===== config.mk =====
export PLATFORM = sky130hd
export DESIGN_NAME = button_port
export DESIGN_NICKNAME = d
export VERILOG_FILES = /design/src/rtl/coffee_pkg.sv /design/src/rtl/button_debounce.sv /design/src/rtl/button_port.sv
export SDC_FILE = /design/constraint.sdc
export NUM_CORES = 1
export LEC_CHECK = 0
export CAP_MARGIN = 5
export CORE_ASPECT_RATIO = 1.2
export CORE_MARGIN = 2
export CORE_UTILIZATION = 48
export DETAILED_ROUTE_END_ITERATION = 16
export MAX_ROUTING_LAYER = met4
export PLACE_DENSITY = 0.75
export SETUP_SLACK_MARGIN = 0.2
export SYNTH_ARGS = -nofsm -noshare
export SYNTH_HDL_FRONTEND = slang
export SYNTH_SLANG_ARGS = --single-unit
export TNS_END_PERCENT = 100

===== constraint.sdc =====
create_clock -name clk -period 3.37 [get_ports clk]
set_input_delay 1.011 -clock clk [delete_from_list [all_inputs] [get_ports clk]]
set_output_delay 1.011 -clock clk [all_outputs]
set_load 0.05 [all_outputs]

===== src/rtl/coffee_pkg.sv =====
// Shared constants for the CPU data-bus peripherals: register offsets, bus width, base address.
package coffee_pkg;
    localparam int DATA_W = 32;

    localparam logic [1:0] BTN_STATE    = 2'd0;
    localparam logic [1:0] BTN_PRESS    = 2'd1;
    localparam logic [1:0] BTN_RELEASE  = 2'd2;
    localparam logic [1:0] BTN_IRQ_MASK = 2'd3;

    // MMU decode window for the button port
    localparam logic [DATA_W-1:0] BTN_BASE_ADDR = 32'h0000_0020;
endpackage


===== src/rtl/button_debounce.sv =====
// Purpose: 2-flop synchroniser + stability counter for one active-low button.
// Latency: level change accepted DEBOUNCE_CYCLES+2 edges after a stable raw change.
// Backpressure: none; rise/fall are single-cycle pulses on the toggle edge.
module button_debounce #(
    parameter int DEBOUNCE_CYCLES = 500000
) (
    input  logic clk,
    input  logic rst,
    input  logic button_n,
    output logic state,
    output logic rise,
    output logic fall
);
    localparam int CW = $clog2(DEBOUNCE_CYCLES);
    localparam logic [CW-1:0] LAST = CW'(DEBOUNCE_CYCLES - 1);

    logic [1:0]    sync;
    logic [CW-1:0] cnt;
    logic          pressed_sync;
    logic          differ;
    logic          toggle;

    assign pressed_sync = ~sync[1];
    assign differ       = pressed_sync != state;
    assign toggle       = differ && (cnt == LAST);
    assign rise         = toggle && !state;
    assign fall         = toggle && state;

    always_ff @(posedge clk or posedge rst) begin
        if (rst) begin
            sync  <= 2'b11;
            cnt   <= '0;
            state <= 1'b0;
        end else begin
            sync <= {sync[0], button_n};
            if (toggle) begin
                state <= ~state;
                cnt   <= '0;
            end else if (differ) begin
                cnt <= cnt + CW'(1);
            end else begin
                cnt <= '0;
            end
        end
    end
endmodule


===== src/rtl/button_port.sv =====
// Purpose: debounced push-button peripheral with sticky W1C press/release registers; BUTTON_PORT_IRQ_EN adds mask + irq.
// Latency: reads return on the edge after sel; irq follows PRESS/IRQ_MASK by one edge.
// Backpressure: none; an access may be issued every cycle with no wait states.
module button_port
    import coffee_pkg::*;
#(
    parameter int N_BUTTONS       = 3,
    parameter int DEBOUNCE_CYCLES = 500000
) (
    input  logic                 clk,
    input  logic                 rst,
    input  logic                 sel,
    input  logic [1:0]           addr,
    input  logic                 wr_en,
    input  logic [DATA_W-1:0]    wr_data,
    output logic [DATA_W-1:0]    rd_data,
    input  logic [N_BUTTONS-1:0] buttons_n,
    output logic                 irq
);
    logic [N_BUTTONS-1:0] state;
    logic [N_BUTTONS-1:0] rise;
    logic [N_BUTTONS-1:0] fall;
    logic [N_BUTTONS-1:0] press_bits;
    logic [N_BUTTONS-1:0] release_bits;
    logic [N_BUTTONS-1:0] mask_bits;
    logic [N_BUTTONS-1:0] press_clr;
    logic [N_BUTTONS-1:0] release_clr;
    logic [DATA_W-1:0]    rd_next;
    logic                 wr_hit;
    logic                 unused_wr;

    for (genvar i = 0; i < N_BUTTONS; i++) begin : g_btn
        button_debounce #(
            .DEBOUNCE_CYCLES(DEBOUNCE_CYCLES)
        ) u_debounce (
            .clk      (clk),
            .rst      (rst),
            .button_n (buttons_n[i]),
            .state    (state[i]),
            .rise     (rise[i]),
            .fall     (fall[i])
        );
    end

    assign wr_hit      = sel && wr_en;
    assign press_clr   = (wr_hit && addr == BTN_PRESS)   ? wr_data[N_BUTTONS-1:0] : '0;
    assign release_clr = (wr_hit && addr == BTN_RELEASE) ? wr_data[N_BUTTONS-1:0] : '0;
    assign unused_wr   = ^wr_data[DATA_W-1:N_BUTTONS];

    // Set is ORed in after the clear so a same-edge event wins
    always_ff @(posedge clk or posedge rst) begin
        if (rst) begin
            press_bits   <= '0;
            release_bits <= '0;
        end else begin
            press_bits   <= (press_bits & ~press_clr) | rise;
            release_bits <= (release_bits & ~release_clr) | fall;
        end
    end

`ifdef BUTTON_PORT_IRQ_EN
    always_ff @(posedge clk or posedge rst) begin
        if (rst) begin
            mask_bits <= '0;
            irq       <= 1'b0;
        end else begin
            if (wr_hit && addr == BTN_IRQ_MASK) begin
                mask_bits <= wr_data[N_BUTTONS-1:0];
            end
            irq <= |(press_bits & mask_bits);
        end
    end
`else
    assign mask_bits = '0;
    assign irq       = 1'b0;
`endif

    always_comb begin
        rd_next = '0;
        case (addr)
            BTN_STATE:    rd_next[N_BUTTONS-1:0] = state;
            BTN_PRESS:    rd_next[N_BUTTONS-1:0] = press_bits;
            BTN_RELEASE:  rd_next[N_BUTTONS-1:0] = release_bits;
            BTN_IRQ_MASK: rd_next[N_BUTTONS-1:0] = mask_bits;
            default:      rd_next = '0;
        endcase
    end

    always_ff @(posedge clk or posedge rst) begin
        if (rst) begin
            rd_data <= '0;
        end else if (sel && !wr_en) begin
            rd_data <= rd_next;
        end
    end
endmodule

After elaboration in Yosys (flattened, before gate mapping) --
Cells that the tools add are included.
Storage, ports and cells: register bits after elaboration 75, output and inout port bits 33, word-level logic and storage cells 63
Cells by class: add/subtract/negate cells 3, equality and inequality tests 9, muxes and demuxes 9, bitwise gates (word level) 12, reduce and logical (&&, ||, !) cells 18
Operators with widths (number):
- 19-bit 2-to-1 mux | 6
- 19-bit by 1-bit adder with 19-bit output, second input constant | 3
- 19-bit == test, second input constant | 3
- 1-bit logical AND | 13
- 3-bit case mux with 4 select lines | 1
- 3-bit bitwise AND | 2
- 3-bit 2-to-1 mux | 2
- 1-bit inverter | 6
- 3-bit inverter | 2
- 3-bit bitwise OR | 2
- 2-bit == test, second input constant | 2
- 1-bit logical NOT | 4
- 1-bit != test | 3
- 2-bit by 1-bit == test with 1-bit output, second input constant | 1
- 2-bit logical NOT | 1

Depth between registers and ports, before layout --
Gate-level depths: netlist (run 1).
depth in word-level cells 6, depth in mapped cells 6, depth with buffers taken out 5

Cells and area by module --
Synthesis (run 1) repeated with hierarchy kept, for this count alone.
Unflattened totals: cells, all modules 382, area, all modules 3932.5 µm²
By module, submodules not included:
- button_debounce | instances 3, cells an instance 103, area an instance 1089.8 µm²
- button_port | instances 1, cells an instance 73, area an instance 663.1 µm²

Worst setup path before layout (run 1) --
Ideal clock, no wire load.
kind reg-to-reg, from register g_btn[0].u_debounce.cnt[6], to register g_btn[0].u_debounce.cnt[10], arrival time 1.890 ns, required time 3.251 ns, setup slack 1.361 ns, cell stages (with the launch flop) 6, path buffers 1, period minus slack after synthesis 2.009 ns, cell sequence dfrtp_1 -> or4b_1 -> or4_4 -> o21ai_4 -> buf_6 -> nor2_1
On the way: longest elaborated chain between the ends 3, elaborated cells on any way between the ends 5, those cells by class 1 x add/sub; 1 x eq/ne; 2 x mux; 1 x reduce/logical
Ends and longest elaborated chain:
- start, declared | line button_debounce.sv:18 | logic [CW-1:0] cnt;
- start signal, assigned | line button_debounce.sv:40 | cnt <= cnt + CW'(1);
- 19-bit by 1-bit adder with 19-bit output / 19-bit == test (equally long branches) | line button_debounce.sv:40, button_debounce.sv:25
- 19-bit 2-to-1 mux / 1-bit logical AND (equally long branches) | line button_debounce.sv:39, button_debounce.sv:25
- 19-bit 2-to-1 mux * | line button_debounce.sv:36 | if (toggle) begin
Mark *: on every way between the ends. The rest lies on a longest branch, timed or not. A chain may end at the register's enable or synchronous reset.

Worst setup path in the final report (run 1) --
from register rd_data[0], to output rd_data[0]
RTL lines:
- start, declared | line button_port.sv:16 | output logic [DATA_W-1:0] rd_data,
- start signal, assigned | line button_port.sv:93 | rd_data <= rd_next;
No word-level cell between the ends.

==> reports/metrics.csv, run 1 <==
metric;value;unit
numCtsBuffers;9;
antenna_found_initial;0;
synthArstFlopShare;1.00;
drtPass1Iterations;4;
clock_skew;10.5;ps
startpoint_type;flip-flop;
syn_to_final_growth;9.23;%
max_slew_margin;0.635;
cts_resized;0;
status;completed;
grt_max_degree;76;
drt_iter0_markers;144;
cts_buffer_depth;2;
crit_type;flip-flop to output pin;
ys.warnings.count;0;
p_switching;504;µW
drive_gt1_frac;0.0806;
cp_max_fo;2;
finalCritPeriodShare;0.750;
min_to;g_btn[2].u_debounce.sync[1];
p_seq_frac;0.514;
crit_chain;clkdlybuf4s50_1;
die_h;102;µm
gp_congestion;0.814;
viasPerCell;5.39;
cts.htree.levels;3;
multiInputGateArea;1740;µm²
synth_top_area_share;0.450;
grt_setup_unrepaired;no;
start_util;0.498;
synth_edf_count;0;
cts_hold_buf;0;
critical_path.max_stage_delay;810;ps
nets;461;
vdd_drop_max;0.220;mV
p_int;1330;µW
cts_setup_buffers;0;
holdPathStages;0;
crit_arrival;1520;ps
netSwitchingFraction;0.274;
end_kind;output pin;
synth.distinct_cells;41;
io_buffers;14;
synth_cells;396;
fillers;688;
worstHoldStart;g_btn[2].u_debounce.sync[0];
p_leak;0.00166;µW
avgSynthCellArea;9.68;µm²
hold_path.class;flip-flop to flip-flop;
clock-sinks;75;
finalSetupTns;0;ps
clk_pin_slew;80;ps
cp_slowest_cell;clkdlybuf4s50_1;
cp.required;2360;ps
fmax;396;MHz
grt_pass1_vias;2716;
fin_crit;2530;ps
syn_area;3830;µm²
path_buf_inv;1;
hold_violations;0;
place_hpwl;4870;µm
critPathTopFamily;buffers and inverters;
worstReg2RegEnd;g_btn[0].u_debounce.cnt[9];
ys_top_cells_by_area;dfrtp_1 (45%), xnor2_1 (9.4%), buf_4 (5.9%);
powerDensity;439;nW/µm²
synth_ff_type;dfrtp_1;
design.die.area;8720;µm²
die-width;85.6;µm
cts_tree;built;
setup_viol;0;
wl_per_cell;13.6;µm
synth_seq_cells;75;
clock_latency;350;ps
finalMaxSlewViolations;0;
synth_top_area_cell;dfrtp_1;
seq_area;1880;µm²
antenna_cells;0;
clockRootBuffer;clkbuf_8;
clkPwrFrac;0.391;
place_inst;498;
p_comb_frac;0.095;
instances_no_fill;514;
r2r_setup_slack;1180;ps
core;7710;µm²
r2r.worst_path.cells;4;
io_pins;74;
yosysMostFrequentCell;dfrtp_1;
drv_cap;0;
tightest_slew;542;ps
seq_area_frac_synth;0.491;
drc;0;
grt_util_all_layers;0.178;
synth_common_cells;dfrtp_1 (69), nor2_1 (58), xnor2_1 (41);
vias;2770;
row_count;35;
grt-ovfl-total;0;
routed_wl;7000;µm
antenna_left;0;
r2r_start;g_btn[0].u_debounce.cnt[6];
grt_pass1_wl;12100;µm
[metrics by stage]
step | worst slack (ps) | util | instance area, µm² | hold slack [ps] | power [µW]
6_report | 842 | 0.544 | 4190 | 359 | 1840
5_1_grt | 782 | 0.544 | 4190 | 368 | 1910
4_1_cts | 807 | 0.544 | 4190 | 360 | 1860
3_5_place_dp | 957 | 0.516 | 3980 | 347 | 1140
3_3_place_gp | 994 | 0.516 | 3980 | 346 | 1140
2_1_floorplan | 459 | - | 3940 | 345 | 1120
[final cells by class]
type / instances / share of cell area
well taps: 92 / 0.0275
inverters: 16 / 0.0143
repair buffers: 17 / 0.0418
clock buffers: 10 / 0.0329
multi-input cells: 298 / 0.416
clock inverters: 6 / 0.0173
flip-flops and latches: 75 / 0.450
[per-layer routing]
| metal | share of wire | wire length, µm | vias to the layer above | track usage |
|---|---|---|---|---|
| met5 | 0 | 0 | - | - |
| li1 | - | - | 1354 | - |
| met4 | 0.017 | 120 | 0 | 0.0855 |
| met1 | 0.45 | 3140 | 1348 | 0.213 |
| met3 | 0.033 | 229 | 13 | 0.0299 |
| met2 | 0.50 | 3500 | 55 | 0.294 |
[sequential cells by signal (all words and copies together), names as in the netlist]
name	count
g_btn.u_debounce.cnt	57
g_btn.u_debounce.sync	6
press_bits	3
rd_data	3
release_bits	3
g_btn.u_debounce.state	3
[cell usage in the layout (no fill, tap or decap), types with 3 or more instances in the layout]
master           synthesis  final
nor2_1                  58     58
nand4_1                 14     14
dfrtp_1                 69     69
o31ai_1                  7      7
nor3_1                  12     12
or4_1                    5      5
o21ai_0                 12     12
nor4b_1                  4      4
mux2i_1                  5      5
clkdlybuf4s50_1          0     14
nor4_1                  14     14
nand3_1                 17     17
inv_1                   16     15
clkbuf_8                 0     10
ha_1                     3      3
nand2_1                 29     29
or2_2                    4      4
conb_1                   1     30
and3_1                   5      5
dfstp_2                  6      6
xnor2_1                 41     41
clkinv_4                 0      3
a21oi_1                  9      9
xor2_1                   4      4
[cell families after synthesis]
kind of cell | Yosys count | synth area share
and+or+nand+nor | 180 | 0.242
DFF | 75 | 0.491
buffers and inverters | 52 | 0.0822
xor gates and xnor gates | 45 | 0.103
AOI/OAI and AO/OA | 35 | 0.0574
muxes | 5 | 0.0131
adders and majority gates | 3 | 0.00979
other | 1 | 0.000978
[power by group through the flow]
stage	Clock (µW)	Sequential [µW]	Combinational [µW]
5_1_grt	771	950	191
3_5_place_dp	0	963	176
2_1_floorplan	0	970	153
4_1_cts	736	945	177
3_3_place_gp	0	961	174
6_report	718	945	174
[how the worst max path moves through the flow]
| stage | startpoint | end | depth (start not counted) |
|---|---|---|---|
| floorplan | rst | g_btn[0].u_debounce.cnt[0] | 1 |
| global placement | addr[0] | press_bits[0] | 4 |
| detailed placement | addr[0] | press_bits[0] | 4 |
| CTS | rd_data[0] | rd_data[0] | 1 |
| global route | rd_data[0] | rd_data[0] | 1 |
| finish | rd_data[0] | rd_data[0] | 1 |
Power figures use the tool's default switching activity.
==> run 2, diff against run 1 <==
clock period = 2.5 ns   (was 3.37 ns; I/O delays follow)
==> reports/metrics.csv, run 2 (synthesis results as in run 1) <==
metric;value;unit
worstReg2RegEnd;g_btn[0].u_debounce.cnt[15];
grt_pass1_wl;12300;µm
r2r_start;g_btn[0].u_debounce.cnt[6];
drv_cap;0;
vias;2788;
start_util;0.498;
io_pins;74;
p_leak;0.00168;µW
post-route-util;0.546;
netSwitchingFraction;0.291;
p_switching;692;µW
cp.depth;1;
vdd_drop_max;0.347;mV
powerDensity;564;nW/µm²
fin_area;4210;µm²
crit_type;flip-flop to output pin;
finalMaxSlewViolations;0;
die-width;85.6;µm
cts_hold_buf;0;
finalSetupTns;0;ps
drive_gt1_frac;0.0892;
cp.required;1750;ps
cts.htree.levels;3;
nets;465;
postPlaceCellArea;4010;µm²
grt_setup_unrepaired;no;
crit_chain;clkdlybuf4s50_1;
cp_max_fo;2;
clock_latency;350;ps
end_kind;output pin;
largest-register;g_btn.u_debounce.cnt;
critical_path.max_stage_delay;810;ps
clock_skew;16.8;ps
io_buffers;14;
clock-sinks;75;
top_regs;g_btn.u_debounce.cnt (57), g_btn.u_debounce.sync (6);
p_int;1680;µW
syn_to_final_growth;9.79;%
p_seq_frac;0.536;
cp_slowest_cell;clkdlybuf4s50_1;
finalCritPeriodShare;0.901;
largest_reg_flops;57;
place_hpwl;4800;µm
crit_start;rd_data[2];
crit_arrival;1500;ps
route.met3.wl;257;µm
row_count;35;
endpoint;rd_data[2];
startpoint_type;flip-flop;
gp_congestion;0.862;
grt_max_degree;76;
fmax;444;MHz
tightest_slew;552;ps
cts_buffer_depth;2;
max_slew_margin;0.628;
grt-ovfl-total;0;
status;completed;
viasPerCell;5.38;
critPathTopFamily;buffers and inverters;
drc;0;
final_common_cell;dfrtp_1;
hold_violations;0;
cts_tree;built;
most-common-layout-cells;dfrtp_1 (69), nor2_1 (58), xnor2_1 (41);
antenna_left;0;
grt_pass1_vias;2795;
antenna_cells;0;
r2r_setup_slack;440;ps
antenna_found_initial;0;
numCtsBuffers;9;
drt_iter0_markers;141;
preCtsSetupSlack;294;ps
clockRootBuffer;clkbuf_8;
r2r.worst_path.cells;5;
wl_met2;3380;µm
setup_ws;248;ps
design.die.area;8720;µm²
wl_per_cell;13.0;µm
hold_path.class;flip-flop to flip-flop;
core;7710;µm²
fin_crit;2250;ps
setup_viol;0;
routed_wl;6760;µm
route.top_layer_used;met4;
clkPwrFrac;0.362;
route.layer.met1.wl;3030;µm
die_h;102;µm
grt_util_all_layers;0.180;
path_buf_inv;1;
drtPass1Iterations;4;
p_comb_frac;0.102;
clk_pin_slew;100;ps
## run 2: worst min path at each step
| stage | start | end | slack (ps) | depth (start not counted) |
|---|---|---|---|---|
| detailed placement | g_btn[2].u_debounce.sync[0] | g_btn[2].u_debounce.sync[1] | 350 | 0 |
| floorplan | g_btn[0].u_debounce.sync[0] | g_btn[0].u_debounce.sync[1] | 350 | 0 |
| global placement | g_btn[0].u_debounce.sync[0] | g_btn[0].u_debounce.sync[1] | 350 | 0 |
| finish | g_btn[2].u_debounce.sync[0] | g_btn[2].u_debounce.sync[1] | 340 | 0 |
| global route | g_btn[2].u_debounce.sync[0] | g_btn[2].u_debounce.sync[1] | 350 | 0 |
| CTS | g_btn[2].u_debounce.sync[0] | g_btn[2].u_debounce.sync[1] | 350 | 0 |
## run 2: final cells by class
type                            count  area [µm²]
Clock buffer                        9         124
Multi-Input combinational cell    298        1740
Inverter                           16        63.8
Timing Repair Buffer               21         220
Tap cell                           92         115
Sequential cell                    75        1880
Clock inverter                      7        58.8
Fill cell                         700        3500
## run 2: repair_timing
item                       in CTS  in global routing
gates resized for setup         0                  1
setup buffers                   0                  1
setup endpoints to repair       0                 15
## run 2: layer usage
metal / vias up / GRT usage
li1: 1361 / -
met1: 1375 / 0.221
met2: 45 / 0.293
met3: 7 / 0.0363
met4: 0 / 0.0745
met5: - / -
## run 2: power by group through the flow
stage | Clock [µW] | Combinational, µW | Sequential (µW)
global route | 937 | 267 | 1280
finish | 860 | 242 | 1270
global placement | 0 | 238 | 1290
CTS | 892 | 241 | 1270
floorplan | 0 | 207 | 1310
detailed placement | 0 | 241 | 1300
## run 2: metrics by stage
stage / hold slack (ps) / total power, µW / instances
2_1_floorplan: 345 / 1510 / 425
3_3_place_gp: 348 / 1530 / 501
3_5_place_dp: 348 / 1540 / 501
4_1_cts: 346 / 2410 / 517
5_1_grt: 352 / 2480 / 518
6_report: 340 / 2380 / 518
==> run 3, diff against run 2 <==
TNS_END_PERCENT = unset   (was 100)
==> results of run 3 <==
Final layout, timing and power as in run 2 (identical DEF).
